### config.mk
export PLATFORM = sky130hd
export DESIGN_NAME = mac_accumulator
export DESIGN_NICKNAME = d
export VERILOG_FILES = /design/src/rtl/mac_accumulator.sv
export SDC_FILE = /design/constraint.sdc
export NUM_CORES = 1
export LEC_CHECK = 0
export CAP_MARGIN = 20
export CELL_PAD_IN_SITES_DETAIL_PLACEMENT = 2
export CELL_PAD_IN_SITES_GLOBAL_PLACEMENT = 2
export CORE_ASPECT_RATIO = 1.4
export CORE_MARGIN = 2
export CORE_UTILIZATION = 38
export DETAILED_ROUTE_END_ITERATION = 8
export DONT_BUFFER_PORTS = 1
export GPL_ROUTABILITY_DRIVEN = 0
export HOLD_SLACK_MARGIN = 0.03
export PLACE_DENSITY = 0.91
export SLEW_MARGIN = 20
export SYNTH_ARGS = -nofsm -noshare
export SYNTH_HDL_FRONTEND = slang
export SYNTH_SLANG_ARGS = --single-unit
### constraint.sdc
create_clock -name clk -period 5.4 [get_ports clk]
set_input_delay 0.81 -clock clk [delete_from_list [all_inputs] [get_ports clk]]
set_output_delay 0.81 -clock clk [all_outputs]
set_load 0.01 [all_outputs]
### src/rtl/mac_accumulator.sv
// ---------------------------------------------------------------------------
// mac_accumulator
// Sums COUNT unsigned products a*b into one result. The operands are
// registered into mul_a/mul_b for an external combinational array
// multiplier. Its product mul_p comes back in the same cycle and is added
// to the accumulator in the following state.
//
// state | meaning
// ------+--------------------------------------------------------------
// LOAD  | waiting for an operand pair; in_ready=1
// ACCUM | adding mul_p into acc; goes to OUT after the COUNT-th product
// OUT   | result presented (out_valid=1) until out_ready handshake
//
// Ports
//   clk        : clock, rising edge
//   rst_n      : synchronous active-low reset
//   in_valid   : operand pair on in_a/in_b is valid
//   in_ready   : pair accepted this cycle (LOAD only)
//   in_a, in_b : unsigned operands, WIDTH bits
//   mul_a/b    : registered operands to the array multiplier
//   mul_p      : product returned by the multiplier, 2*WIDTH bits
//   out_valid  : out_sum holds a completed result
//   out_ready  : downstream accepts the result
//   out_sum    : accumulator value, ACC_W bits
// ---------------------------------------------------------------------------
module mac_accumulator #(
    parameter int WIDTH = 8,
    parameter int COUNT = 4,
    parameter int ACC_W = 2*WIDTH+4
) (
    input  logic               clk,
    input  logic               rst_n,
    input  logic               in_valid,
    output logic               in_ready,
    input  logic [WIDTH-1:0]   in_a,
    input  logic [WIDTH-1:0]   in_b,
    output logic [WIDTH-1:0]   mul_a,
    output logic [WIDTH-1:0]   mul_b,
    input  logic [2*WIDTH-1:0] mul_p,
    output logic               out_valid,
    input  logic               out_ready,
    output logic [ACC_W-1:0]   out_sum
);

    typedef enum logic [1:0] {
        LOAD  = 2'd0,
        ACCUM = 2'd1,
        OUT   = 2'd2
    } state_t;

    localparam logic [3:0] CNT_LAST = 4'(COUNT - 1);

    state_t             state;
    logic [ACC_W-1:0]   acc;
    logic [3:0]         cnt;

    always_ff @(posedge clk) begin
        if (!rst_n) begin
            state <= LOAD;
            acc   <= '0;
            cnt   <= '0;
            mul_a <= '0;
            mul_b <= '0;
        end else begin
            case (state)
                LOAD: begin
                    if (in_valid) begin
                        mul_a <= in_a;
                        mul_b <= in_b;
                        state <= ACCUM;
                    end
                end
                ACCUM: begin
                    acc <= acc + ACC_W'(mul_p);
                    // The last product wraps cnt back to zero so it never
                    // exceeds COUNT-1; OUT clears it again on handshake.
                    if (cnt == CNT_LAST) begin
                        cnt   <= '0;
                        state <= OUT;
                    end else begin
                        cnt   <= cnt + 4'd1;
                        state <= LOAD;
                    end
                end
                OUT: begin
                    if (out_ready) begin
                        acc   <= '0;
                        cnt   <= '0;
                        state <= LOAD;
                    end
                end
                default: state <= LOAD;
            endcase
        end
    end

    // Decoded from the state register only, so neither handshake output
    // depends combinationally on the handshake inputs.
    assign in_ready  = (state == LOAD);
    assign out_valid = (state == OUT);
    assign out_sum   = acc;

endmodule

==> flow_summary.ini, run 1 <==
[placed_design]
placed_area_um2 = 2520
dp.final_hpwl_um = 5320
port_buffers = 0

[cts]
htreeDepth = 2
cts.clk_slew.worst_paths_ps = 90
clk_latency_ps = 310
clock-sinks = 42
cts_made_buffers = 5
cts_tree = done
cts_hold_buf = 0
post_cts_buffers = 0
cts_buffer_depth = 2
cts_resized = 0
clock_tree.root_cell = clkbuf_8

[critical_path]
crit_arrival_ps = 2790
crit_top_cell = a21oi_1
crit_fanout = 3
reg2reg_to = out_sum[17]
crit_path_max_incr_delay_ps = 410
r2r_cells = 7
crit_path_end = out_sum[12]
worstPathCellList = ha_1 > fa_1 > a21oi_1 > a2bb2oi_1 > a21oi_1 > a221oi_1 > xor2_1 > o21ai_1
reg2reg_from = state[0]
ff2ff_setup_slack_ps = 2840
crit_path_start = mul_p[0]
crit_type = in -> reg
slowest_stage = fa_1
crit_path_start_kind = input port
end_kind = register
cp_data_required_time_ps = 5580

[power_and_ir_drop]
p_leak_nw = 1.06
p_per_area_nw_per_um2 = 271
ir_worst_vdd_v = 0.000156

[synthesis]
synthFlopType = dfxtp_1
async_flop_share_pct = 0
synth_area_um2 = 2470
synthCells = 306
synth_enable_flop_cells = 0
ys_seq_elements = 42
avgSynthCellArea_um2 = 8.08
syn_nets = 360
ys_seq_area_share_pct = 34.0
ys_types = 46
synth_warnings = 0

[drt]
drc = 0
dr.pass1.iters = 4
drt_iter0_drc = 33
wl_um = 6980
antenna_left = 0
wire_per_inst_um = 18.6
viasPerCell = 5.97
num_vias = 2238

[timing]
drv_slew = 0
rsz0062_at_grt = no
skew_ps = 7.99
setup-tns-final_ps = 0
fmax_ghz = 0.383
post-route-period-util_pct = 48.3
worst_pin_slew_ps = 907
hold_violations = 0
timing.final.crit_period_ps = 2610
setup_viol = 0
relSlewSlack_pct = 39.5

[job]
drv_cap = 0

[floorplan]
core_area_um2 = 6250
std_cell_rows = 34
initial_core_util_pct = 39.5
die_w_um = 72.2
ioPinCount = 74
dieArea_um2 = 7170
die_y_um = 99.4

[run_status]
status = completed

[worst_hold_path]
worstHoldPathType = reg -> reg

[final_layout]
drive_gt1_share_pct = 3.96
fillCellCount = 714
diodes = 0
post-route-cell-area_um2 = 2610
seq_area_um2 = 841
layout.nets = 356
multiInputGateArea_um2 = 1570
synthToLayoutAreaGrowth_pct = 5.67

[global_route]
grt_pass1_wl_um = 11600
track_usage_pct = 20.3
grt-ovfl-total = 0
grt_max_degree = 33
antenna_found_initial = 0
grt_pass1_vias = 2528
-- routing by layer --
metal,track usage [%],part of all wire (%)
met1,20.6,39
met2,39.1,55
met3,5.07,5.5
met4,6.97,1.1
met5,0,0
-- layout by cell type, fill, tap and decap left out, drive strengths merged, types with 6 or more instances in the layout --
master and n:
a21boi 20, nand2 62, nor3 7, ha 17, inv 6, nor2b 12, nand3 8, dfxtp 42
a21oi 22, o21ai 10, nor2 17, a21o 8, a22oi 8
-- worst min-delay path by stage --
| stage | depth (start not counted) | slack [ps] | end | startpoint |
|---|---|---|---|---|
| 6_report | 1 | 500 | cnt[3] | cnt[3] |
| 2_1_floorplan | 1 | 440 | cnt[3] | cnt[3] |
| 5_1_grt | 2 | 530 | mul_a[4] | mul_a[4] |
| 4_1_cts | 1 | 500 | cnt[3] | cnt[3] |
| 3_3_place_gp | 1 | 460 | cnt[3] | cnt[3] |
| 3_5_place_dp | 1 | 480 | cnt[3] | cnt[3] |
-- cells in the mapped netlist, types with 4 or more instances --
cell type	instances	area share, %
clkbuf_1	11	1.7
nor3_1	7	1.4
a21oi_1	22	4.5
nor2b_1	12	3.0
and3_1	5	1.3
or3_1	4	1.0
xnor2_1	5	1.8
and2_1	4	1.0
a21o_1	7	2.1
ha_1	17	8.6
nand3_1	8	1.6
a21boi_0	8	2.4
o21ai_1	4	0.81
o21ai_0	6	1.2
xor2_1	4	1.4
a21boi_1	12	3.6
nor2_1	17	2.6
nand2_1	62	9.4
dfxtp_1	42	34
a22oi_1	8	2.4
-- metrics by stage --
step / total power, W / utilization, % / hold WS (ps) / setup slack (ps) / std cells
after CTS: 0.000719 / 41.8 / 505 / 2800 / 375
after floorplan: 0.000458 / - / 444 / 2760 / 306
after detailed placement: 0.000488 / 40.2 / 485 / 2470 / 367
final: 0.000709 / 41.8 / 500 / 2790 / 375
after global routing: 0.000749 / 41.8 / 535 / 2650 / 375
after global placement: 0.000479 / 40.2 / 465 / 2560 / 367
-- registers in the layout, summed over array words and instances, names as in the netlist --
signal and cells:
mul_b 8, out_sum 20, state 2, mul_a 8
cnt 4
-- area by class of cell --
| class | instances | share of cell area, % |
|---|---|---|
| tap | 72 | 3.45 |
| clock inverter | 3 | 1.01 |
| inverter | 3 | 0.431 |
| multi-input combinational | 249 | 60.0 |
| timing repair buffer | 1 | 0.287 |
| clock buffer | 5 | 2.64 |
| sequential | 42 | 32.2 |
-- worst max-delay path: cells and delay by family --
family / cells / cell delay, ps
adders and majority gates: 2 / 610
xor gates and xnor gates: 1 / 200
AOI/OAI and AO/OA: 5 / 1170
-- report_power, final --
| group | internal [W] | switching [W] |
|---|---|---|
| clock | 0.0000963 | 0.000132 |
| sequential | 0.000326 | 0.0000213 |
| combinational | 0.0000521 | 0.0000808 |
-- logic make-up (layout without fill, tap and decap cells) --
| family | after synthesis | count (layout) | synth area share [%] |
|---|---|---|---|
| adder cells (fa/ha/maj) | 18 | 18 | 9.42 |
| AO/OA/AOI/OAI | 88 | 88 | 24.8 |
| flip-flops | 42 | 42 | 34.0 |
| multiplexers | 3 | 3 | 1.22 |
| buffers and inverters | 15 | 12 | 2.58 |
| AND/OR/NAND/NOR | 131 | 131 | 24.8 |
| XOR/XNOR | 9 | 9 | 3.19 |
Note: power is estimated with default switching activity, not from simulation.
==> run 2: changes to the inputs <==
--- a/config.mk
+++ b/config.mk
@@ -10,12 +10,12 @@
 export CELL_PAD_IN_SITES_GLOBAL_PLACEMENT = 2
 export CORE_ASPECT_RATIO = 1.4
 export CORE_MARGIN = 2
-export CORE_UTILIZATION = 38
+export CORE_UTILIZATION = 32
 export DETAILED_ROUTE_END_ITERATION = 8
 export DONT_BUFFER_PORTS = 1
 export GPL_ROUTABILITY_DRIVEN = 0
 export HOLD_SLACK_MARGIN = 0.03
-export PLACE_DENSITY = 0.91
+export PLACE_DENSITY = 0.83
 export SLEW_MARGIN = 20
 export SYNTH_ARGS = -nofsm -noshare
 export SYNTH_HDL_FRONTEND = slang
==> constraint.sdc (replaced) <==
create_clock -name clk -period 2.2 [get_ports clk]
set_input_delay 0.33 -clock clk [delete_from_list [all_inputs] [get_ports clk]]
set_output_delay 0.33 -clock clk [all_outputs]
set_load 0.01 [all_outputs]
==> run 2 against run 1 <==
Cell count is 14% higher; worst setup slack lost 2700 ps; worst hold slack got worse by 340 ps; combinational power rose to 3.3 times the previous value; via count increased by 7.2%; final area rose by 15%; clock power rose by 120%; highest routed layer unchanged.
==> flow_summary.ini, run 2 (same netlist as run 1, synthesis figures left out) <==
[cts]
clock_tree.root_cell = clkbuf_8
htreeDepth = 2
cts_buffer_depth = 2
cts.clk_slew.worst_paths_ps = 90
cts_tree = done
clk_latency_ps = 300
clock-sinks = 42
cts_hold_buf = 0
cts_made_buffers = 5

[timing]
fin_hold_ws_ps = 160
timing.final.crit_period_ps = 2140
drv_slew = 0
skew_ps = 14.6
worst_pin_slew_ps = 556
rsz0062_at_grt = yes
post-route-period-util_pct = 97.4
setup_viol = 0
hold_violations = 0
fmax_ghz = 0.467
relSlewSlack_pct = 63.0

[global_route]
grt_pass1_vias = 2579
track_usage_pct = 19.0
grt_max_degree = 33
grt_pass1_wl_um = 12500
antenna_found_initial = 0
grt-ovfl-total = 0

[drt]
antenna_left = 0
drt_iter0_drc = 96
wire_per_inst_um = 19.2
drc = 0
wl_um = 8250
num_vias = 2400
viasPerCell = 5.59
dr.pass1.iters = 4

[critical_path]
crit_path_start_kind = register
crit_path_max_incr_delay_ps = 500
slowest_stage = or4_1
cp_data_required_time_ps = 2450
worst-path-buf-inv = 1
crit_type = reg -> reg
crit_fanout = 3
end_kind = register
worstPathCellList = ha_4 > fa_2 > a21oi_4 > a2bb2oi_4 > buf_6 > a211oi_4 > a41oi_2 > or4_1 > nand3_1
critPathTopFamily = compound AO/OA/AOI/OAI gates
crit_arrival_ps = 2390

[final_layout]
post-route-cell-area_um2 = 3000
final_common_cell = nand2_1
largest_reg_flops = 20
final_cell_mix = nand2_1 (62), dfxtp_1 (40), buf_4 (31)
diodes = 0
layout.nets = 387
drive_gt1_share_pct = 17.2
synthToLayoutAreaGrowth_pct = 21.4

[run_status]
status = completed

[power_and_ir_drop]
p_per_area_nw_per_um2 = 600
ir_worst_vdd_v = 0.000299
p_leak_nw = 1.22

[worst_hold_path]
worstHoldPathType = in -> reg

[floorplan]
die_y_um = 108
dieArea_um2 = 8450
std_cell_rows = 37
die_w_um = 78.3
ioPinCount = 74
core_area_um2 = 7410
initial_core_util_pct = 33.4

[placed_design]
port_buffers = 0
dp.final_hpwl_um = 5880
placed_area_um2 = 2730

[job]
drv_cap = 0
==> run 2: timing repair <==
action,4_1_cts,5_1_grt
buffers inserted,3,4
endpoints found under the setup margin,5,7
pin swaps,4,9
gates resized for setup,7,14
==> run 2: worst paths after layout <==
path                            slack (ps)  depth (start not counted)  startpoint     endpoint
worst max-delay path                    60                          9  out_sum[0]  out_sum[18]
worst min register to register         510                          2      cnt[2]       cnt[2]
worst max register to register          60                          9  out_sum[0]  out_sum[18]
worst min-delay path                   160                          2       rst_n       cnt[2]
==> run 2: final cells by class <==
cell class	count	area [um2]
multi-input cells	249	1700
repair buffers	32	244
clock buffers	6	82.6
inverters	3	11.3
well taps	97	121
fillers	819	4410
flip-flops and latches	42	843
==> run 2: per-stage QoR <==
step / util, % / setup slack [ps] / setup TNS (ps) / instances / power [W]
5_1_grt: 40.5 / -20.5 / -55.3 / 429 / 0.00189
6_report: 40.5 / 57.6 / 0 / 429 / 0.00180
2_1_floorplan: - / 35.5 / 0 / 306 / 0.00112
3_3_place_gp: 36.8 / -42.9 / -96.9 / 416 / 0.00122
4_1_cts: 38.7 / 2.84 / 0 / 425 / 0.00178
3_5_place_dp: 36.8 / -187 / -770 / 416 / 0.00124
==> run 2: metal layers <==
metal	track usage [%]	up-vias	share of wire, %
li1	-	1141	-
met1	19.3	1191	38
met2	36.8	62	55
met3	5.26	6	5.8
met4	6.77	0	1.3
met5	0	-	0
==> run 2: power breakdown <==
| part | switching [W] | internal (W) | total (W) |
|---|---|---|---|
| Clock | 0.000270 | 0.000243 | 0.000513 |
| Sequential | 0.0000473 | 0.000801 | 0.000848 |
| Combinational | 0.000248 | 0.000192 | 0.000440 |
| Total | 0.000566 | 0.00124 | 0.00180 |
==> run 3: changes to the inputs <==
--- a/config.mk
+++ b/config.mk
@@ -10,12 +10,12 @@
 export CELL_PAD_IN_SITES_GLOBAL_PLACEMENT = 2
 export CORE_ASPECT_RATIO = 1.4
 export CORE_MARGIN = 2
-export CORE_UTILIZATION = 32
+export CORE_UTILIZATION = 35
 export DETAILED_ROUTE_END_ITERATION = 8
 export DONT_BUFFER_PORTS = 1
 export GPL_ROUTABILITY_DRIVEN = 0
 export HOLD_SLACK_MARGIN = 0.03
-export PLACE_DENSITY = 0.83
+export PLACE_DENSITY = 0.86
 export SLEW_MARGIN = 20
 export SYNTH_ARGS = -nofsm -noshare
 export SYNTH_HDL_FRONTEND = slang
==> constraint.sdc (replaced) <==
create_clock -name clk -period 2.1 [get_ports clk]
set_input_delay 0.315 -clock clk [delete_from_list [all_inputs] [get_ports clk]]
set_output_delay 0.315 -clock clk [all_outputs]
set_load 0.01 [all_outputs]
==> run 3 against run 2 <==
The run now ends with negative setup slack left; critical path depth decreased by 1; power increased by 11%; worst hold slack worse by 13 ps; non-clock buffer count fell by 3; cell count is 0.70% lower; critical path type unchanged.
==> flow_summary.ini, run 3 (same netlist as run 1, synthesis figures left out) <==
[drt]
dr.pass1.iters = 4
wire_per_inst_um = 19.6
num_vias = 2376
antenna_left = 0
viasPerCell = 5.58
wl_um = 8370
drt_iter0_drc = 75
drc = 0

[run_status]
violations = negative setup slack
status = finished, violations left

[timing]
worst_pin_slew_ps = 574
setup_viol = 1
setup_ws_ps = -0.683
relSlewSlack_pct = 61.8
skew_ps = 12.5
post-route-period-util_pct = 100
drv_slew = 0
fmax_ghz = 0.476
timing.final.crit_period_ps = 2100
hold_violations = 0
rsz0062_at_grt = yes

[floorplan]
die_w_um = 75.0
core_area_um2 = 6890
dieArea_um2 = 7760
std_cell_rows = 36
initial_core_util_pct = 35.9
ioPinCount = 74
die_y_um = 103

[critical_path]
worstPathCellList = ha_4 > fa_2 > a21oi_4 > a2bb2oi_4 > a21oi_2 > a221oi_2 > xor2_1 > o21ai_1
cp_data_required_time_ps = 2290
reg2reg_to = out_sum[12]
crit_path_max_incr_delay_ps = 420
crit_type = reg -> reg
r2r_cells = 8
ff2ff_setup_slack_ps = -0.7
end_kind = register
crit_path_start_kind = register
crit_arrival_ps = 2290
reg2reg_from = out_sum[0]
slowest_stage = fa_2
crit_fanout = 3

[cts]
clk_latency_ps = 300
clock_tree.root_cell = clkbuf_8
cts.clk_slew.worst_paths_ps = 90
cts_made_buffers = 5
clock-sinks = 42
htreeDepth = 2
cts_hold_buf = 0
cts_buffer_depth = 2
cts_tree = done

[global_route]
grt_max_degree = 33
grt-ovfl-total = 0
track_usage_pct = 20.8
antenna_found_initial = 0
grt_pass1_wl_um = 12400
grt_pass1_vias = 2562

[final_layout]
post-route-cell-area_um2 = 3020
final_cell_mix = nand2_1 (62), dfxtp_1 (39), buf_4 (29)
layout.nets = 384
synthToLayoutAreaGrowth_pct = 22.1
fin_util_pct = 43.8
drive_gt1_share_pct = 18.1
largest_reg_flops = 20
fillCellCount = 789
diodes = 0
final_common_cell = nand2_1

[power_and_ir_drop]
comb_power_share_pct = 23.2
p_leak_nw = 1.22
seq_power_share_pct = 44.0
p_sw_share_pct = 30.5
ir_worst_vdd_v = 0.000302
p_per_area_nw_per_um2 = 665
intPower_w = 0.00139
p_sw_w = 0.000611
clockPowerShare_pct = 32.8

[placed_design]
port_buffers = 0
dp.final_hpwl_um = 5970
placed_area_um2 = 2750

[worst_hold_path]
whs_path_depth = 2
whs_endpoint = cnt[2]
worstHoldPathType = in -> reg
hp-start = rst_n

[job]
drv_cap = 0
run 3: cell types whose count changed in the layout (fill, tap and decap cells not counted), moves of 2 or more:
cell / previous run / this run
buf_4: 31 / 29
ha_1: 12 / 10
ha_2: 0 / 2
nor4_1: 2 / 0
nor4_2: 0 / 2
run 3: how the worst max path moves through the flow:
stage / start / cells past startpoint / slack, ps / end
global placement: mul_p[0] / 8 / -60 / out_sum[12]
floorplan: out_sum[0] / 8 / 10 / out_sum[12]
detailed placement: mul_p[0] / 8 / -140 / out_sum[12]
finish: out_sum[0] / 8 / -0.7 / out_sum[12]
global route: out_sum[0] / 8 / -70 / out_sum[12]
CTS: out_sum[0] / 8 / 7 / out_sum[18]
run 3: per-stage QoR:
| stage | setup WS [ps] | total power (W) | cells | setup TNS [ps] | hold WS [ps] |
|---|---|---|---|---|---|
| floorplan | 11.5 | 0.00118 | 306 | 0 | 444 |
| global placement | -56.4 | 0.00129 | 416 | -56.4 | 446 |
| detailed placement | -142 | 0.00131 | 416 | -331 | 448 |
| CTS | 6.92 | 0.00200 | 426 | 0 | 119 |
| global route | -73.3 | 0.00211 | 426 | -147 | 131 |
| finish | -0.683 | 0.00201 | 426 | -0.683 | 146 |
run 3: what timing repair did:
action	4_1_cts	5_1_grt
resized for setup	6	20
endpoints found under the setup margin	4	10
setup buffers	2	0
pin swaps	3	6
run 3: area by class of cell:
type	instances	area, um2	area share [%]
Multi-Input combinational cell	249	1710	56.8
Sequential cell	42	845	28.0
Timing Repair Buffer	29	218	7.22
Tap cell	95	119	3.94
Clock buffer	6	72.6	2.41
Clock inverter	2	37.5	1.24
Inverter	3	11.3	0.373
run 3: critical path, delay by kind of cell (launching register included):
kind | cells | cell delay, ps
flops | 1 | 350
xor+xnor | 1 | 180
fa+ha+maj | 2 | 580
compound gates | 5 | 880
run 3: per-layer routing:
layer  share of wire [%]  track usage (%)  vias to the layer above
li1                    -                -                     1137
met1                  39             22.4                     1180
met2                  56             39.7                       45
met3                 3.7             3.97                       14
met4                 2.0             6.73                        0
met5                   0                0                        -
run 3: power groups by stage:
| stage | registers, W | logic, W | clock network [W] |
|---|---|---|---|
| after global routing | 0.000888 | 0.000514 | 0.000705 |
| after CTS | 0.000879 | 0.000437 | 0.000679 |
| after detailed placement | 0.000897 | 0.000416 | 0 |
| after floorplan | 0.000901 | 0.000279 | 0 |
| final | 0.000882 | 0.000466 | 0.000658 |
| after global placement | 0.000894 | 0.000391 | 0 |
